### config.mk
export PLATFORM = sky130hd
export DESIGN_NAME = universal_shift_register
export DESIGN_NICKNAME = d
export VERILOG_FILES = /design/src/rtl/universal_shift_register.sv
export SDC_FILE = /design/constraint.sdc
export NUM_CORES = 1
export LEC_CHECK = 0
export CORE_UTILIZATION = 30
export CTS_BUF_LIST = sky130_fd_sc_hd__clkbuf_4
export DETAILED_ROUTE_END_ITERATION = 16
export PLACE_DENSITY_LB_ADDON = 0.3
export SETUP_SLACK_MARGIN = 0.15
export SLEW_MARGIN = 20
export SYNTH_ARGS = -nofsm -noshare
export SYNTH_HDL_FRONTEND = slang
export SYNTH_SLANG_ARGS = --single-unit
### constraint.sdc
create_clock -name CLK -period 2.08 [get_ports CLK]
set_clock_uncertainty 0.1 [all_clocks]
set_input_delay 0.312 -clock CLK [delete_from_list [all_inputs] [get_ports CLK]]
set_output_delay 0.312 -clock CLK [all_outputs]
set_load 0.02 [all_outputs]
### src/rtl/universal_shift_register.sv
// N-stage x W-bit universal shift register with a counted burst sequencer.
// Define USR_LFSR_EN to turn MODE 111 into a tapped-feedback shift up.
module universal_shift_register #(
    parameter int N = 4,
    parameter int W = 1,
    parameter int CW = 4,
    parameter logic [N-1:0] TAPS = {N{1'b1}}
) (
    input  logic           CLK,
    input  logic           CLR,
    input  logic           EN,
    input  logic [2:0]     MODE,
    input  logic [W-1:0]   SIN_LO,
    input  logic [W-1:0]   SIN_HI,
    input  logic [N*W-1:0] D,
    input  logic           START,
    input  logic [CW-1:0]  CNT,
    output logic [N*W-1:0] Q,
    output logic [W-1:0]   SOUT_LO,
    output logic [W-1:0]   SOUT_HI,
    output logic           BUSY,
    output logic           DONE
);

    typedef enum logic {IDLE, RUN} state_t;

    state_t          state, state_n;
    logic [CW-1:0]   rem, rem_n;
    logic [2:0]      lmode, lmode_n;
    logic            done_n;
    logic            do_step;
    logic [2:0]      op;
    logic [N*W-1:0]  q_n;
    logic            burst_ok;
    logic [W-1:0]    cur [N];
    logic [W-1:0]    nxt [N];
    logic [W-1:0]    fb;

    always_ff @(posedge CLK or negedge CLR) begin
        if (!CLR) begin
            state <= IDLE;
            rem   <= '0;
            lmode <= '0;
            DONE  <= 1'b0;
            Q     <= '0;
        end else begin
            state <= state_n;
            rem   <= rem_n;
            lmode <= lmode_n;
            DONE  <= done_n;
            Q     <= q_n;
        end
    end

`ifdef USR_LFSR_EN
    assign burst_ok = (MODE inside {3'b001, 3'b010, 3'b011, 3'b100, 3'b111});
`else
    assign burst_ok = (MODE inside {3'b001, 3'b010, 3'b011, 3'b100});
`endif

    always_comb begin
        state_n = state;
        rem_n   = rem;
        lmode_n = lmode;
        done_n  = 1'b0;
        do_step = 1'b0;
        op      = MODE;
        unique case (state)
            IDLE: begin
                if (START && burst_ok) begin
                    lmode_n = MODE;
                    rem_n   = CNT;
                    if (CNT != '0) state_n = RUN;
                    else           done_n  = 1'b1;
                end else begin
                    do_step = EN;
                end
            end
            RUN: begin
                op = lmode;
                if (EN) begin
                    do_step = 1'b1;
                    rem_n   = rem - 1'b1;
                    if (rem == CW'(1)) begin
                        state_n = IDLE;
                        done_n  = 1'b1;
                    end
                end
            end
            default: state_n = IDLE;
        endcase
    end

    // Datapath works on unpacked stages; stage 0 is the low word of Q.
    always_comb begin
        for (int i = 0; i < N; i++) cur[i] = Q[i*W +: W];
        fb = '0;
`ifdef USR_LFSR_EN
        for (int i = 0; i < N; i++)
            if (TAPS[i]) fb = fb ^ cur[i];
`endif
        nxt = cur;
        if (do_step) begin
            unique case (op)
                3'b001: begin
                    nxt[0] = SIN_LO;
                    for (int i = 1; i < N; i++) nxt[i] = cur[i-1];
                end
                3'b010: begin
                    nxt[N-1] = SIN_HI;
                    for (int i = 0; i < N-1; i++) nxt[i] = cur[i+1];
                end
                3'b011: begin
                    nxt[0] = cur[N-1];
                    for (int i = 1; i < N; i++) nxt[i] = cur[i-1];
                end
                3'b100: begin
                    nxt[N-1] = cur[0];
                    for (int i = 0; i < N-1; i++) nxt[i] = cur[i+1];
                end
                3'b101: begin
                    for (int i = 0; i < N; i++) nxt[i] = D[i*W +: W];
                end
                3'b110: begin
                    for (int i = 0; i < N; i++) nxt[i] = '0;
                end
`ifdef USR_LFSR_EN
                3'b111: begin
                    nxt[0] = fb;
                    for (int i = 1; i < N; i++) nxt[i] = cur[i-1];
                end
`endif
                default: ;
            endcase
        end
        for (int i = 0; i < N; i++) q_n[i*W +: W] = nxt[i];
    end

    assign BUSY    = (state == RUN);
    assign SOUT_LO = Q[W-1:0];
    assign SOUT_HI = Q[N*W-1 -: W];

endmodule

# Word-level counts from Yosys, hierarchy flattened
# Index checks and enable logic that the tools add are counted.
# op_classes
addsub	1
mul	0
div_mod_pow	0
n_lt_le_gt_ge	0
eq_ne	13
shifts	0
mux	18
n_bitwise	1
reduce_logical	7
# op_table
cell	count
$pmux W4 S6	1
$eq A3 B2 Y1 const B	4
$eq A3 B3 Y1 const B	4
$mux W1	10
$mux W4	2
$pmux W4 S2	1
$reduce_bool A4 Y1	2
$eq A3 B1 Y1 const B	2
$pmux W1 S2	3
$reduce_and A2 Y1	3
$reduce_bool A6 Y1	1
$eq A4 B1 Y1 const B	1
$ne A2 B2 Y1 const B	2
$sub A4 B1 Y4 const B	1
$mux W3	1
$logic_and A1 B1 Y1	1
$not A1 Y1	1
# word_totals
ff_bits	13
latch_bits	0
ramBits	0
rom_bits	0
in_bits	17
out_inout_bits	8
elab_cells	45
mem_count	0

# Depth between registers and ports, before layout
# Gate-level depths: netlist of the first run.
# logic_depth
depth_word	6
depth_mapped	8
depth_no_buf	6

# Worst setup path after synthesis of the first run
# No wires, ideal clock.
# synth_timing
kind	register -> register
start	register state, in the netlist BUSY
end	register Q[0]
setup_ps	125
t_arrival_ps	1755
t_required_ps	1855
setup_slack_ps	100
stages_incl_launch_ff	9
n_path_buf	3
period_less_slack_ps	1980
path_cell_list	dfrtp_1 > buf_6 > buf_12 > mux2i_1 > nor3_2 > a21oi_1 > and3_1 > buf_6 > mux2_4
# synth_via
elab_chain_len	4
word_cells_on_any_way	12
cone_classes	eq/ne (6); mux (3); bitwise (1); reduce/logical (2)
# synth_lines
item	line_no	source
start, declared	27	state_t state, state_n;
start signal, assigned	47	state <= state_n;
$mux W3	68	unique case (state)
$eq A3 B3 Y1 (tied with other cells)	104	unique case (op)
$reduce_bool A6 Y1 (no line)	-	
$reduce_and A2 Y1 (no line)	-	
end signal, assigned	51	Q <= q_n;
end, declared	18	output logic [N*W-1:0] Q,
# Parallel ways exist; a longest one is shown, timed or not.
# A chain may end at the register's enable or synchronous reset.

# Worst setup path in the final report of the first run
# layout_timing
start	input MODE[2]
end	register Q[2]
# layout_via
elab_chain_len	6
word_cells_on_any_way	18
cone_classes	eq/ne (10); mux (4); reduce/logical (4)
# layout_lines
item	line_no	source
start, declared	12	input logic [2:0] MODE,
$eq A3 B1 Y1 (tied with other cells)	58	assign burst_ok = (MODE inside {3'b001, 3'b010, 3'b011, 3'b100});
$reduce_bool A4 Y1	58	
$logic_and A1 B1 Y1	70	if (START && burst_ok) begin
$mux W1	70	
$pmux W1 S2	68	
$reduce_and A2 Y1 (no line)	-	
# Parallel ways exist; a longest one is shown, timed or not.

==> flow_summary.yaml, run 1 <==
drt:
  via_per_inst: 5.28
  vias: 781
  drt_pre_antenna_iters: 10
  routed_wl_mm: 2.18
  drtAntennaViolNets: 0
  wl_per_cell_um: 14.7
  drt_iter0_markers: 30
  drc: 2
final_layout:
  fin_nets: 137
  drive_above_1_share_pct: 27.4
  multi_input_area_um2: 529
  fillers: 269
  final-seq-area_um2: 327
  diodes: 0
  fin_cells: 148
  area_growth_pct: 42.0
critical_path:
  cp_slowest_cell: "clkdlybuf4s50_1"
  reg2reg_from: "BUSY$_DFF_PN0_"
  cpPeakStageDelay_ps: 480
  path_cells: "clkdlybuf4s50_1, mux2_4, xnor2_2, and3_1, a221o_1, mux2_4"
  worst_setup_path_end_kind: "flip-flop"
  cpMostUsedCell: "mux2_4"
  start_kind: "primary input"
  crit_type: "in -> reg"
  crit_required_ps: 2150
  crit_path_start: "MODE[2]"
  r2r_end: "Q[1]$_DFFE_PN0P_"
  cp.arrival_ps: 2010
  reg2reg_depth: 6
  crit_fanout: 4
  ff2ff_setup_slack_ps: 150
  endpoint: "Q[2]$_DFFE_PN0P_"
yosys:
  ys_ff_latch: 13
  synth_cell_types: 36
  synth_edf_count: 0
  syn_inst: 83
  yosysWarnings: 0
  synth_nets: 102
  seq_area_frac_synth_pct: 36.1
  synth_area_per_cell_um2: 10.9
  ys_async_sr_fraction_pct: 100
  synth_area_um2: 902
  ys.flop_type: "dfrtp_1"
floorplanning:
  ios: 25
  core_mm2: 0.00281
  start_util_pct: 32.2
  die_w_um: 56.8
  rows: 19
  die_h_um: 56.8
  die_area_mm2: 0.00323
power_and_ir_drop:
  combPwrFrac_pct: 62.3
  leakagePower_uw: 0.000545
  clockPowerShare_pct: 10.1
  p_switching_uw: 730
  p_sw_share_pct: 40.0
  total_power_uw: 1820
  intPower_uw: 1090
  p_per_area_mw_per_mm2: 1420
  peakVddDrop_v: 0.000484
  pwr-share-seq_pct: 27.6
clock_tree:
  htree_levels: 1
  cts.clk_slew.worst_paths_ps: 100
  clockBufferDepth: 2
  cts_num_sinks: 13
  ctsHoldBuffers: 0
  numCtsBuffers: 3
  root_buffer: "clkbuf_4"
  clk-insertion-delay-late_ps: 280
  tritoncts: "done"
min_path:
  hold_class: "in -> async"
global_routing:
  grt_pass1_vias: 811
  grt_use_total_pct: 14.2
  grt_pass1_wl_mm: 3.57
  grt_antenna_before_repair: 0
  gr-total-overflow: 0
  grt_max_degree: 14
sta:
  hold_violations: 0
  worst_pin_slew_ps: 648
  relSlewSlack_pct: 56.7
  rsz0062_at_grt: "true"
  layout_min_cycle_time_ps: 1940
  finalCritPeriodShare_pct: 93.1
  setup_viol: 0
  fmax_mhz: 517
  slew_viol_final: 0
place:
  placedCellCount: 142
  gp_congestion: 0.819
  portBuffers: 24
  dp_hpwl_mm: 1.62
run_status:
  violations: "design-rule violations"
  outcome: "complete, but fails checks"
flow_run:
  drv_cap: 0
==> sequential cells by signal, summed over array words and instances (netlist names) <==
name   count
Q          4
lmode      3
DONE       1
rem        4
BUSY       1
==> worst min-delay path by stage <==
stage / from / to / cells past startpoint
floorplan: CLR / BUSY$_DFF_PN0_ / 0
global placement: lmode[0]$_DFFE_PN0P_ / lmode[0]$_DFFE_PN0P_ / 1
detailed placement: lmode[2]$_DFFE_PN0P_ / lmode[2]$_DFFE_PN0P_ / 1
CTS: CLR / lmode[1]$_DFFE_PN0P_ / 1
global route: CLR / lmode[1]$_DFFE_PN0P_ / 1
finish: CLR / lmode[0]$_DFFE_PN0P_ / 1
==> cell usage in the layout (no fill, tap or decap), types with 3 or more instances in the layout <==
master	instances
nand3_1	5
o221a_1	4
dfrtp_1	12
o21ai_0	3
nor2_1	3
clkdlybuf4s50_1	23
mux2_1	5
inv_1	4
buf_4	11
nand2_1	5
mux2_4	4
clkbuf_4	4
==> power groups by stage <==
stage | sequential (uW) | clock, uW | combinational [uW]
floorplan | 511 | 0 | 734
global placement | 503 | 0 | 999
detailed placement | 514 | 0 | 1020
CTS | 500 | 187 | 1100
global route | 520 | 199 | 1230
finish | 503 | 184 | 1140
==> per-stage QoR <==
stage | hold WS (ps) | setup TNS, ps | worst slack [ps] | instance area [um2] | util [%]
final | 321 | 0 | 144 | 1280 | 45.7
after global routing | 356 | 0 | 100 | 1280 | 45.7
after CTS | 335 | 0 | 150 | 1260 | 44.9
after detailed placement | 417 | -638 | -162 | 1190 | 42.6
after global placement | 397 | -439 | -98.9 | 1190 | 42.6
after floorplan | -83.6 | 0 | 143 | 903 | -
==> per-layer routing <==
metal  routed length [um]  track usage (%)  vias to the layer above
met5                    0                0                        -
met4                    0             4.18                        0
li1                     -                -                      379
met1                 1000             17.0                      375
met3                  108             3.00                        0
met2                 1060             25.3                       27
==> cells in the mapped netlist (2+ instances only) <==
cell / instances / area share (%)
buf_6: 2 / 2.5
dfrtp_1: 13 / 36
mux2_4: 4 / 6.7
nand3_1: 6 / 3.3
buf_4: 2 / 1.7
ha_1: 2 / 2.8
o21ai_0: 3 / 1.7
a221o_1: 2 / 2.2
nor2_1: 3 / 1.2
mux2i_1: 2 / 2.2
mux2_1: 5 / 6.2
o221a_1: 4 / 5.0
inv_1: 4 / 1.7
nand2_1: 5 / 2.1
nor3_1: 2 / 1.1
xnor2_1: 2 / 1.9
and3_1: 3 / 2.1
==> timing repair <==
item / CTS / global route
endpoints found under the hold margin: 0 / 0
cloned: 0 / 0
setup buffers: 2 / 0
setup endpoints to repair: 2 / 6
pin swaps: 1 / 0
gates resized for setup: 2 / 6
==> area by class of cell <==
type	instances	share of cell area, %
sequential	13	25.5
tap	31	3.03
clock buffer	4	2.34
timing repair buffer	36	26.7
inverter	4	1.17
multi-input combinational	60	41.3
==> critical path: cells and delay by family <==
kind	cells	cell delay, ps
XOR/XNOR	1	160
AND/OR/NAND/NOR	1	190
multiplexers	2	590
buffers and inverters	1	480
AO/OA/AOI/OAI	1	260
==> logic make-up (layout without fill, tap and decap cells) <==
group	Yosys count	count (layout)	share of synthesized area, %
AND/OR/NAND/NOR	25	25	15.0
buffers and inverters	10	44	8.60
adder cells (fa/ha/maj)	2	2	2.77
flip-flops	13	13	36.1
XOR/XNOR	2	2	1.94
multiplexers	14	14	20.4
AO/OA/AOI/OAI	17	17	15.3
No activity file was read; power rests on OpenSTA's default activity.
==> inputs of run 2 (changes only) <==
Settings changed: GPL_TIMING_DRIVEN set to 0.
==> flow_summary.yaml, run 2 (synthesis gave the netlist of run 1 again) <==
critical_path:
  crit_type: "reg -> reg"
  crit_required_ps: 2150
  r2r_end: "Q[0]$_DFFE_PN0P_"
  start_kind: "flip-flop"
  reg2reg_from: "BUSY$_DFF_PN0_"
  cp.arrival_ps: 2020
  ff2ff_setup_slack_ps: 130
  reg2reg_depth: 7
  crit_fanout: 5
  worst_setup_path_end_kind: "flip-flop"
place:
  dp_hpwl_mm: 1.55
  portBuffers: 24
  place_area_mm2: 0.00118
  gp_congestion: 0.800
floorplanning:
  start_util_pct: 32.2
  ios: 25
  die_h_um: 56.8
  die_w_um: 56.8
  die_area_mm2: 0.00323
  core_mm2: 0.00281
  rows: 19
final_layout:
  largestRegisters: "Q: 4 flops, rem: 4 flops, lmode: 3 flops"
  final_cell_mix: "21 x clkdlybuf4s50_1, 12 x dfrtp_1, 8 x buf_4, 6 x nand3_1"
  drive_above_1_share_pct: 23.9
  final_common_cell: "clkdlybuf4s50_1"
  fin_nets: 137
  diodes: 0
  area_growth_pct: 44.8
  final_area_mm2: 0.00131
clock_tree:
  htree_levels: 1
  root_buffer: "clkbuf_4"
  ctsHoldBuffers: 0
  tritoncts: "done"
  clk-insertion-delay-late_ps: 280
  cts_num_sinks: 13
  clockBufferDepth: 2
  cts.clk_slew.worst_paths_ps: 90
  numCtsBuffers: 3
global_routing:
  grt_max_degree: 14
  grt_use_total_pct: 13.5
  grt_antenna_before_repair: 0
  grt_pass1_vias: 775
  grt_pass1_wl_mm: 3.34
  gr-total-overflow: 0
drt:
  drt_pre_antenna_iters: 12
  via_per_inst: 5.34
  wl_per_cell_um: 14.1
  drt_iter0_markers: 18
  drc: 2
  routed_wl_mm: 2.09
  drtAntennaViolNets: 0
  vias: 790
sta:
  layout_min_cycle_time_ps: 1950
  rsz0062_at_grt: "true"
  hold_violations: 0
  finalCritPeriodShare_pct: 93.9
  fmax_mhz: 512
  worst_pin_slew_ps: 620
  slew_viol_final: 0
  fin_setup_tns_ps: 0
  relSlewSlack_pct: 58.6
  setup_viol: 0
power_and_ir_drop:
  leakagePower_uw: 0.000564
  peakVddDrop_v: 0.000507
  p_per_area_mw_per_mm2: 1450
min_path:
  hold_class: "in -> async"
run_status:
  violations: "design-rule violations"
  outcome: "complete, but fails checks"
flow_run:
  drv_cap: 0
## run 2: changes by cell type in the layout (fill, tap and decap cells not counted), moves of 2 or more
cell,delta
mux2i_2,-2
buf_6,+3
buf_4,-3
clkdlybuf4s50_1,-2
mux2i_4,+2
## run 2: area by class of cell
| class | instances | area (um2) |
|---|---|---|
| Tap cell | 31 | 38.8 |
| Clock inverter | 1 | 5.00 |
| Clock buffer | 3 | 22.5 |
| Multi-Input combinational cell | 60 | 544 |
| Fill cell | 275 | 1500 |
| Inverter | 4 | 15.0 |
| Buffer | 6 | 68.8 |
| Sequential cell | 13 | 327 |
| Timing Repair Buffer | 30 | 285 |
## run 2: how the worst max path moves through the flow
stage | from | endpoint | slack (ps) | cells after the start
after global routing | BUSY$_DFF_PN0_ | Q[0]$_DFFE_PN0P_ | 50 | 7
after floorplan | BUSY$_DFF_PN0_ | Q[1]$_DFFE_PN0P_ | 140 | 6
after detailed placement | MODE[1] | rem[1]$_DFFE_PN0P_ | -230 | 7
final | BUSY$_DFF_PN0_ | Q[0]$_DFFE_PN0P_ | 130 | 7
after global placement | MODE[1] | rem[1]$_DFFE_PN0P_ | -200 | 7
after CTS | BUSY$_DFF_PN0_ | Q[0]$_DFFE_PN0P_ | 130 | 8
## run 2: timing repair
action / 4_1_cts / 5_1_grt
setup endpoints to repair: 4 / 5
setup buffers: 5 / 1
resized for setup: 7 / 4
pin swaps: 6 / 0
## run 2: metrics by stage
stage / utilization [%] / setup slack [ps] / total power [uW] / hold slack, ps / instances
global route: 46.6 / 48.8 / 2030 / 355 / 148
finish: 46.6 / 127 / 1900 / 312 / 148
global placement: 42.1 / -195 / 1500 / 395 / 138
floorplan: - / 143 / 1250 / -83.6 / 83
detailed placement: 42.1 / -228 / 1530 / 416 / 138
CTS: 45.5 / 128 / 1840 / 318 / 147
## run 2: report_power, final
| group | leakage (uW) | internal, uW | switching, uW |
|---|---|---|---|
| sequential | 0.000159 | 367 | 127 |
| combinational | 0.000388 | 710 | 533 |
| clock | 0.0000177 | 71.3 | 89.1 |
| total | 0.000564 | 1150 | 749 |
## run 2: layer usage
metal | vias to the layer above | part of all wire, % | track usage (%)
met3 | 2 | 6.1 | 4.61
met4 | 0 | 1.0 | 1.74
met1 | 383 | 42 | 15.7
met5 | - | 0 | 0
met2 | 23 | 51 | 24.3
li1 | 382 | - | -
## run 2: worst max-delay path: stages (launching register included)
cell and delay [ps]:
dfrtp_2 410, buf_6 150, mux2_4 350, nor2_4 140
a21oi_1 80, and3_1 190, buf_6 130, mux2_4 290
